<file path="config.mk">
export PLATFORM = sky130hd
export DESIGN_NAME = fetch_stage_flat
export DESIGN_NICKNAME = d
export VERILOG_FILES = /design/src/rtl/fetch_stage_if.sv /design/src/rtl/fetch_stage.sv /design/src/flat_wrapper.sv
export SDC_FILE = /design/constraint.sdc
export NUM_CORES = 1
export LEC_CHECK = 0
export BUFFER_PORTS_ARGS = -buffer_cell sky130_fd_sc_hd__buf_2
export CAP_MARGIN = 20
export CORE_ASPECT_RATIO = 1.1
export CORE_MARGIN = 10
export CORE_UTILIZATION = 55
export DETAILED_ROUTE_END_ITERATION = 6
export GPL_ROUTABILITY_DRIVEN = 0
export PLACE_DENSITY_LB_ADDON = 0.25
export SLEW_MARGIN = 20
export SYNTH_ARGS = -nofsm -noshare
export SYNTH_HDL_FRONTEND = slang
export SYNTH_SLANG_ARGS = --single-unit
</file>
<file path="constraint.sdc">
create_clock -name clk -period 4.8 [get_ports clk]
set_input_delay 0.96 -clock clk [delete_from_list [all_inputs] [get_ports clk]]
set_output_delay 0.96 -clock clk [all_outputs]
set_load 0.01 [all_outputs]
</file>
<file path="src/rtl/fetch_stage_if.sv">
// Fetch-stage bus: instruction-memory port, control-unit redirect inputs and
// the IF/ID register outputs presented to decode.
interface fetch_stage_if #(
  parameter int ADDR_W = 32,
  parameter int INST_W = 16
);
  logic              fetch_pc_enable;
  logic              flush;
  logic [1:0]        pc_sel;
  logic [ADDR_W-1:0] pc_jmp;
  logic [ADDR_W-1:0] pc_pop;
  logic [ADDR_W-1:0] imem_addr;
  logic [INST_W-1:0] imem_data;
  logic [INST_W-1:0] instruction;
  logic [INST_W-1:0] imm;
  logic [ADDR_W-1:0] pc_next_out;
  logic              if_valid;

  modport master (
    input  fetch_pc_enable, flush, pc_sel, pc_jmp, pc_pop, imem_data,
    output imem_addr, instruction, imm, pc_next_out, if_valid
  );

  modport slave (
    output fetch_pc_enable, flush, pc_sel, pc_jmp, pc_pop, imem_data,
    input  imem_addr, instruction, imm, pc_next_out, if_valid
  );
endinterface

</file>
<file path="src/rtl/fetch_stage.sv">
// Instruction fetch + IF/ID register with two-word LDM assembly and redirects.
// Optional IMEM_BOOT_VECTOR_EN: load the start PC from imem words 0/1 after reset.
module fetch_stage #(
  parameter int                ADDR_W     = 32,
  parameter int                INST_W     = 16,
  parameter logic [4:0]        LDM_OPCODE = 5'b11000,
  parameter logic [ADDR_W-1:0] RESET_PC   = 32'h0000_0020,
  parameter logic [ADDR_W-1:0] INT_VECTOR = 32'h0000_0002
) (
  input logic clk,
  input logic rst,
  fetch_stage_if.master bus
);

  typedef enum logic [1:0] {BOOT_HI, BOOT_LO, RUN, IMM} state_t;

  state_t            state;
  logic [ADDR_W-1:0] pc;
  logic [ADDR_W-1:0] pc_inc;
  logic [ADDR_W-1:0] pc_sel_val;
  logic [INST_W-1:0] hold_word;
  logic              is_ldm;
`ifdef IMEM_BOOT_VECTOR_EN
  logic [ADDR_W-INST_W-1:0] pc_hi;
`endif

  assign bus.imem_addr = pc;
  assign pc_inc        = pc + 1'b1;
  assign is_ldm        = (bus.imem_data[INST_W-1 -: 5] == LDM_OPCODE);

  always_comb begin
    pc_sel_val = pc_inc;
    case (bus.pc_sel)
      2'd0: pc_sel_val = pc_inc;
      2'd1: pc_sel_val = bus.pc_jmp;
      2'd2: pc_sel_val = bus.pc_pop;
      2'd3: pc_sel_val = INT_VECTOR;
      default: pc_sel_val = pc_inc;
    endcase
  end

  always_ff @(posedge clk) begin
    if (!rst) begin
      bus.instruction <= '0;
      bus.imm         <= '0;
      bus.pc_next_out <= '0;
      bus.if_valid    <= 1'b0;
      hold_word       <= '0;
`ifdef IMEM_BOOT_VECTOR_EN
      pc_hi           <= '0;
      pc              <= '0;
      state           <= BOOT_HI;
`else
      pc              <= RESET_PC;
      state           <= RUN;
`endif
    end else begin
      case (state)
`ifdef IMEM_BOOT_VECTOR_EN
        // Boot runs to completion regardless of flush/stall.
        BOOT_HI: begin
          pc_hi <= bus.imem_data[ADDR_W-INST_W-1:0];
          pc    <= {{(ADDR_W-1){1'b0}}, 1'b1};
          state <= BOOT_LO;
        end
        BOOT_LO: begin
          pc    <= {pc_hi, bus.imem_data};
          state <= RUN;
        end
`endif
        RUN, IMM: begin
          if (bus.flush) begin
            pc              <= pc_sel_val;
            bus.instruction <= '0;
            bus.imm         <= '0;
            bus.if_valid    <= 1'b0;
            state           <= RUN;
          end else if (bus.fetch_pc_enable) begin
            if (state == IMM) begin
              bus.instruction <= hold_word;
              bus.imm         <= bus.imem_data;
              bus.pc_next_out <= pc_inc;
              bus.if_valid    <= 1'b1;
              pc              <= pc_sel_val;
              state           <= RUN;
            end else if (is_ldm) begin
              // First LDM word: park it and fetch the immediate next.
              hold_word       <= bus.imem_data;
              pc              <= pc_inc;
              bus.instruction <= '0;
              bus.imm         <= '0;
              bus.if_valid    <= 1'b0;
              state           <= IMM;
            end else begin
              bus.instruction <= bus.imem_data;
              bus.imm         <= '0;
              bus.pc_next_out <= pc_inc;
              bus.if_valid    <= 1'b1;
              pc              <= pc_sel_val;
            end
          end
        end
        default: state <= RUN;
      endcase
    end
  end

endmodule

</file>
<file path="src/flat_wrapper.sv">
// flat-port wrapper written by rule: the top's interface ports become plain ports
module fetch_stage_flat 
#(
  parameter int                ADDR_W     = 32,
  parameter int                INST_W     = 16,
  parameter logic [4:0]        LDM_OPCODE = 5'b11000,
  parameter logic [ADDR_W-1:0] RESET_PC   = 32'h0000_0020,
  parameter logic [ADDR_W-1:0] INT_VECTOR = 32'h0000_0002
)
  (clk, rst, bus_fetch_pc_enable, bus_flush, bus_pc_sel, bus_pc_jmp, bus_pc_pop, bus_imem_data, bus_imem_addr, bus_instruction, bus_imm, bus_pc_next_out, bus_if_valid);
  fetch_stage_if #(.ADDR_W(ADDR_W), .INST_W(INST_W)) bus_i ();
  input logic clk;
  input logic rst;
  input wire logic [$bits(bus_i.fetch_pc_enable)-1:0] bus_fetch_pc_enable;
  input wire logic [$bits(bus_i.flush)-1:0] bus_flush;
  input wire logic [$bits(bus_i.pc_sel)-1:0] bus_pc_sel;
  input wire logic [$bits(bus_i.pc_jmp)-1:0] bus_pc_jmp;
  input wire logic [$bits(bus_i.pc_pop)-1:0] bus_pc_pop;
  input wire logic [$bits(bus_i.imem_data)-1:0] bus_imem_data;
  output wire logic [$bits(bus_i.imem_addr)-1:0] bus_imem_addr;
  output wire logic [$bits(bus_i.instruction)-1:0] bus_instruction;
  output wire logic [$bits(bus_i.imm)-1:0] bus_imm;
  output wire logic [$bits(bus_i.pc_next_out)-1:0] bus_pc_next_out;
  output wire logic [$bits(bus_i.if_valid)-1:0] bus_if_valid;
  assign bus_i.fetch_pc_enable = bus_fetch_pc_enable;
  assign bus_i.flush = bus_flush;
  assign bus_i.pc_sel = bus_pc_sel;
  assign bus_i.pc_jmp = bus_pc_jmp;
  assign bus_i.pc_pop = bus_pc_pop;
  assign bus_i.imem_data = bus_imem_data;
  assign bus_imem_addr = bus_i.imem_addr;
  assign bus_instruction = bus_i.instruction;
  assign bus_imm = bus_i.imm;
  assign bus_pc_next_out = bus_i.pc_next_out;
  assign bus_if_valid = bus_i.if_valid;
  fetch_stage #(.ADDR_W(ADDR_W), .INST_W(INST_W), .LDM_OPCODE(LDM_OPCODE), .RESET_PC(RESET_PC), .INT_VECTOR(INT_VECTOR)) u_core (.clk(clk), .rst(rst), .bus(bus_i));
endmodule
</file>
==> flow_summary.json <==
{
  "critPathSlowestCell": "nand3_1",
  "cp.required_ps": 5220,
  "finalSetupViolCount": 0,
  "postCtsResizedCells": 0,
  "switchingPower_uw": 648.5,
  "first_pass_iters": 7,
  "setup_ws_ps": 2001,
  "netlist_area_mm2": 0.005684,
  "rsz0062_at_grt": "no",
  "ys.warnings.count": 0,
  "place_ws_ps": 1574,
  "dp_hpwl_um": 13790,
  "p_clk_share_pct": 46.0,
  "grt_usage_pct": 25.15,
  "layout-drive-gt1-share_pct": 28.00,
  "slew_headroom_pct": 25.17,
  "crit_type": "in -> reg",
  "power.total_uw": 2483,
  "power_frac_seq_pct": 41.4,
  "synth-seq-cells": 114,
  "yosysTopAreaCell": "dfxtp_1",
  "clock_latency_ps": 520,
  "hold_viol": 0,
  "slowest_delay_ps": 480,
  "synth.area.top_cells": "dfxtp_1, nor2_1, a21oi_1, a211oi_1, nand2_1",
  "via_per_inst": 6.275,
  "grt_use_met3_pct": 8.062,
  "path_clk_slew_ps": 50,
  "fin_util_pct": 71.52,
  "routed_wl_um": 19410,
  "switching_share_pct": 26.12,
  "placed_area_mm2": 0.006569,
  "htreeDepth": 4,
  "die_y_um": 126.6,
  "cts_setup_buffers": 0,
  "power_leakage_uw": 0.002995,
  "gr-total-overflow": 0,
  "die_w_um": 116.9,
  "synthFlopType": "dfxtp_1",
  "violations": "DRC",
  "min_period_ps": 2799,
  "synth_nets": 775,
  "ir_worst_vdd_mv": 0.2282,
  "worstPathArrival_ps": 3210,
  "met2_usage_pct": 41.93,
  "synthCells": 688,
  "cts_tree": "yes",
  "grt_pass1_vias": 5838,
  "final.setup_skew_ps": 5.272,
  "powerDensity_mw_per_mm2": 347.7,
  "worst_pin_slew_ps": 1121,
  "antenna_found_initial": 2,
  "start_util_pct": 56.93,
  "die-area_mm2": 0.01481,
  "p_int_uw": 1834,
  "num_io_pins": 183,
  "yosys-top-cells-count": "dfxtp_1, nor2_1, nand2_1",
  "synth_edf_count": 0,
  "n_fill_cell": 789,
  "drv_slew": 0,
  "area_growth_pct": 25.62,
  "yosysSeqAreaShare_pct": 40.15,
  "cts_buffers": 17,
  "vias": 6099,
  "synth_top_area_share_pct": 40.15,
  "drt_iter0_drc": 678,
  "io_buffers": 182,
  "final_nets": 925,
  "maxCapViolCount": 0,
  "drc": 7,
  "cp-start-kind": "input port",
  "worstPathCellList": "buf_2, nor2b_1, nand3_1, o21ai_0, o21ai_0, a211oi_1",
  "max_freq_mhz": 357.3,
  "crit_fanout": 37,
  "finalCritPeriodShare_pct": 58.31,
  "root_buffer": "clkbuf_8",
  "ys_async_sr_fraction_pct": 0,
  "postLayoutCellArea_mm2": 0.007141,
  "ys_types": 64,
  "tns_ps": 0,
  "ant_nets": 0,
  "multiInputGateArea_mm2": 0.003159,
  "met1_usage_pct": 28.69,
  "crit_path_frequent_cell": "o21ai_0",
  "syn_avg_cell_area_um2": 8.262,
  "clock_path_buffers": 2,
  "cts_sinks": 114,
  "grt_pass1_wl_um": 29720,
  "hp-class": "reg -> reg",
  "holdBufCountCts": 0,
  "core_area_mm2": 0.009985,
  "wl_per_cell_um": 19.97,
  "status": "finished with violations",
  "seqCellArea_mm2": 0.002282,
  "rows": 38,
  "crit_path_end_kind": "register",
  "yosysMostFrequentCell": "dfxtp_1",
  "grt_max_degree": 63,
  "pwr-share-comb_pct": 12.6,
  "grt-busiest-layer": "met2"
}
-- stage by stage --
| stage | std cells | hold slack (ps) |
|---|---|---|
| 2_1_floorplan | 688 | 431.4 |
| 3_3_place_gp | 938 | 437.8 |
| 3_5_place_dp | 938 | 452.0 |
| 4_1_cts | 969 | 459.3 |
| 5_1_grt | 972 | 478.9 |
| 6_report | 972 | 458.8 |
-- final timing paths --
| check | startpoint | end | slack, ps | depth (start not counted) |
|---|---|---|---|---|
| worst max-delay path | bus_fetch_pc_enable | u_core.bus.imem_addr[13] | 2000 | 6 |
| worst min-delay path | u_core.bus.if_valid | u_core.bus.if_valid | 460 | 2 |
| worst max register to register | u_core.bus.imem_addr[0] | u_core.bus.imem_addr[30] | 2140 | 6 |
| worst min register to register | u_core.bus.if_valid | u_core.bus.if_valid | 460 | 2 |
-- worst max-delay path, delay by kind of cell --
kind	cells	cell delay [ps]
AND/OR/NAND/NOR	2	900
buffers and inverters	1	440
AO/OA/AOI/OAI	3	900
-- placed cells by master, fill, tap and decap left out, types with 3 or more instances in the layout --
cell         n
buf_2      182
dfxtp_1    114
nor2_1      75
nand2_1     60
a21oi_1     54
o21ai_0     35
a211oi_1    30
nand3_1     29
a22oi_1     28
xnor2_1     19
nand2b_1    16
clkbuf_16   16
nor3_1      15
a222oi_1    12
mux2i_1     10
and3_1      10
a31oi_1     10
xor2_1       9
and4_1       7
nand4_1      7
buf_4        7
clkinv_2     6
o2111ai_1    6
a22o_1       6
or3_1        5
inv_1        5
clkbuf_1     5
and2_1       4
nor4_1       4
o211a_1      4
a21o_1       4
clkbuf_8     4
o21a_1       3
o221ai_1     3
o22ai_1      3
o221a_2      3
-- flip-flops by register name, indices dropped and copies added, names as in the netlist --
name                    flops
u_core.bus.if_valid         1
u_core.bus.imem_addr       32
u_core.bus.imm             16
u_core.bus.instruction     16
u_core.bus.pc_next_out     32
u_core.hold_word           16
u_core.state                1
-- power groups by stage --
stage	Combinational (uW)	Clock [uW]	Sequential, uW
after floorplan	163	0	1050
after global placement	296	0	1040
after detailed placement	306	0	1050
after CTS	308	1140	1030
after global routing	342	1180	1030
final	314	1140	1030
-- cell type report --
class / count / share of cell area (%)
clock buffers: 25 / 6.641
inverters: 6 / 0.3329
multi-input cells: 509 / 44.24
repair buffers: 190 / 13.88
clock inverters: 6 / 0.7710
well taps: 120 / 2.103
flip-flops and latches: 114 / 31.96
diodes: 2 / 0.07009
-- layer usage --
layer  part of all wire (%)  up-vias  routed length, um
li1                       -     2855                  -
met1                     37     2840               7208
met2                     48      362               9387
met3                     12       42               2260
met4                    2.9        0                557
met5                      0        -                  0
-- cells by family (layout without fill, tap and decap cells) --
| group | after synthesis | count (layout) | synth area share [%] |
|---|---|---|---|
| adder cells (fa/ha/maj) | 1 | 1 | 0.2201 |
| AO/OA/AOI/OAI | 217 | 217 | 25.97 |
| multiplexers | 11 | 11 | 2.025 |
| buffers and inverters | 65 | 227 | 4.798 |
| other | 0 | 2 | 0 |
| XOR/XNOR | 28 | 28 | 4.314 |
| flip-flops | 114 | 114 | 40.15 |
| AND/OR/NAND/NOR | 252 | 252 | 22.52 |
No activity file was read; power rests on OpenSTA's default activity.
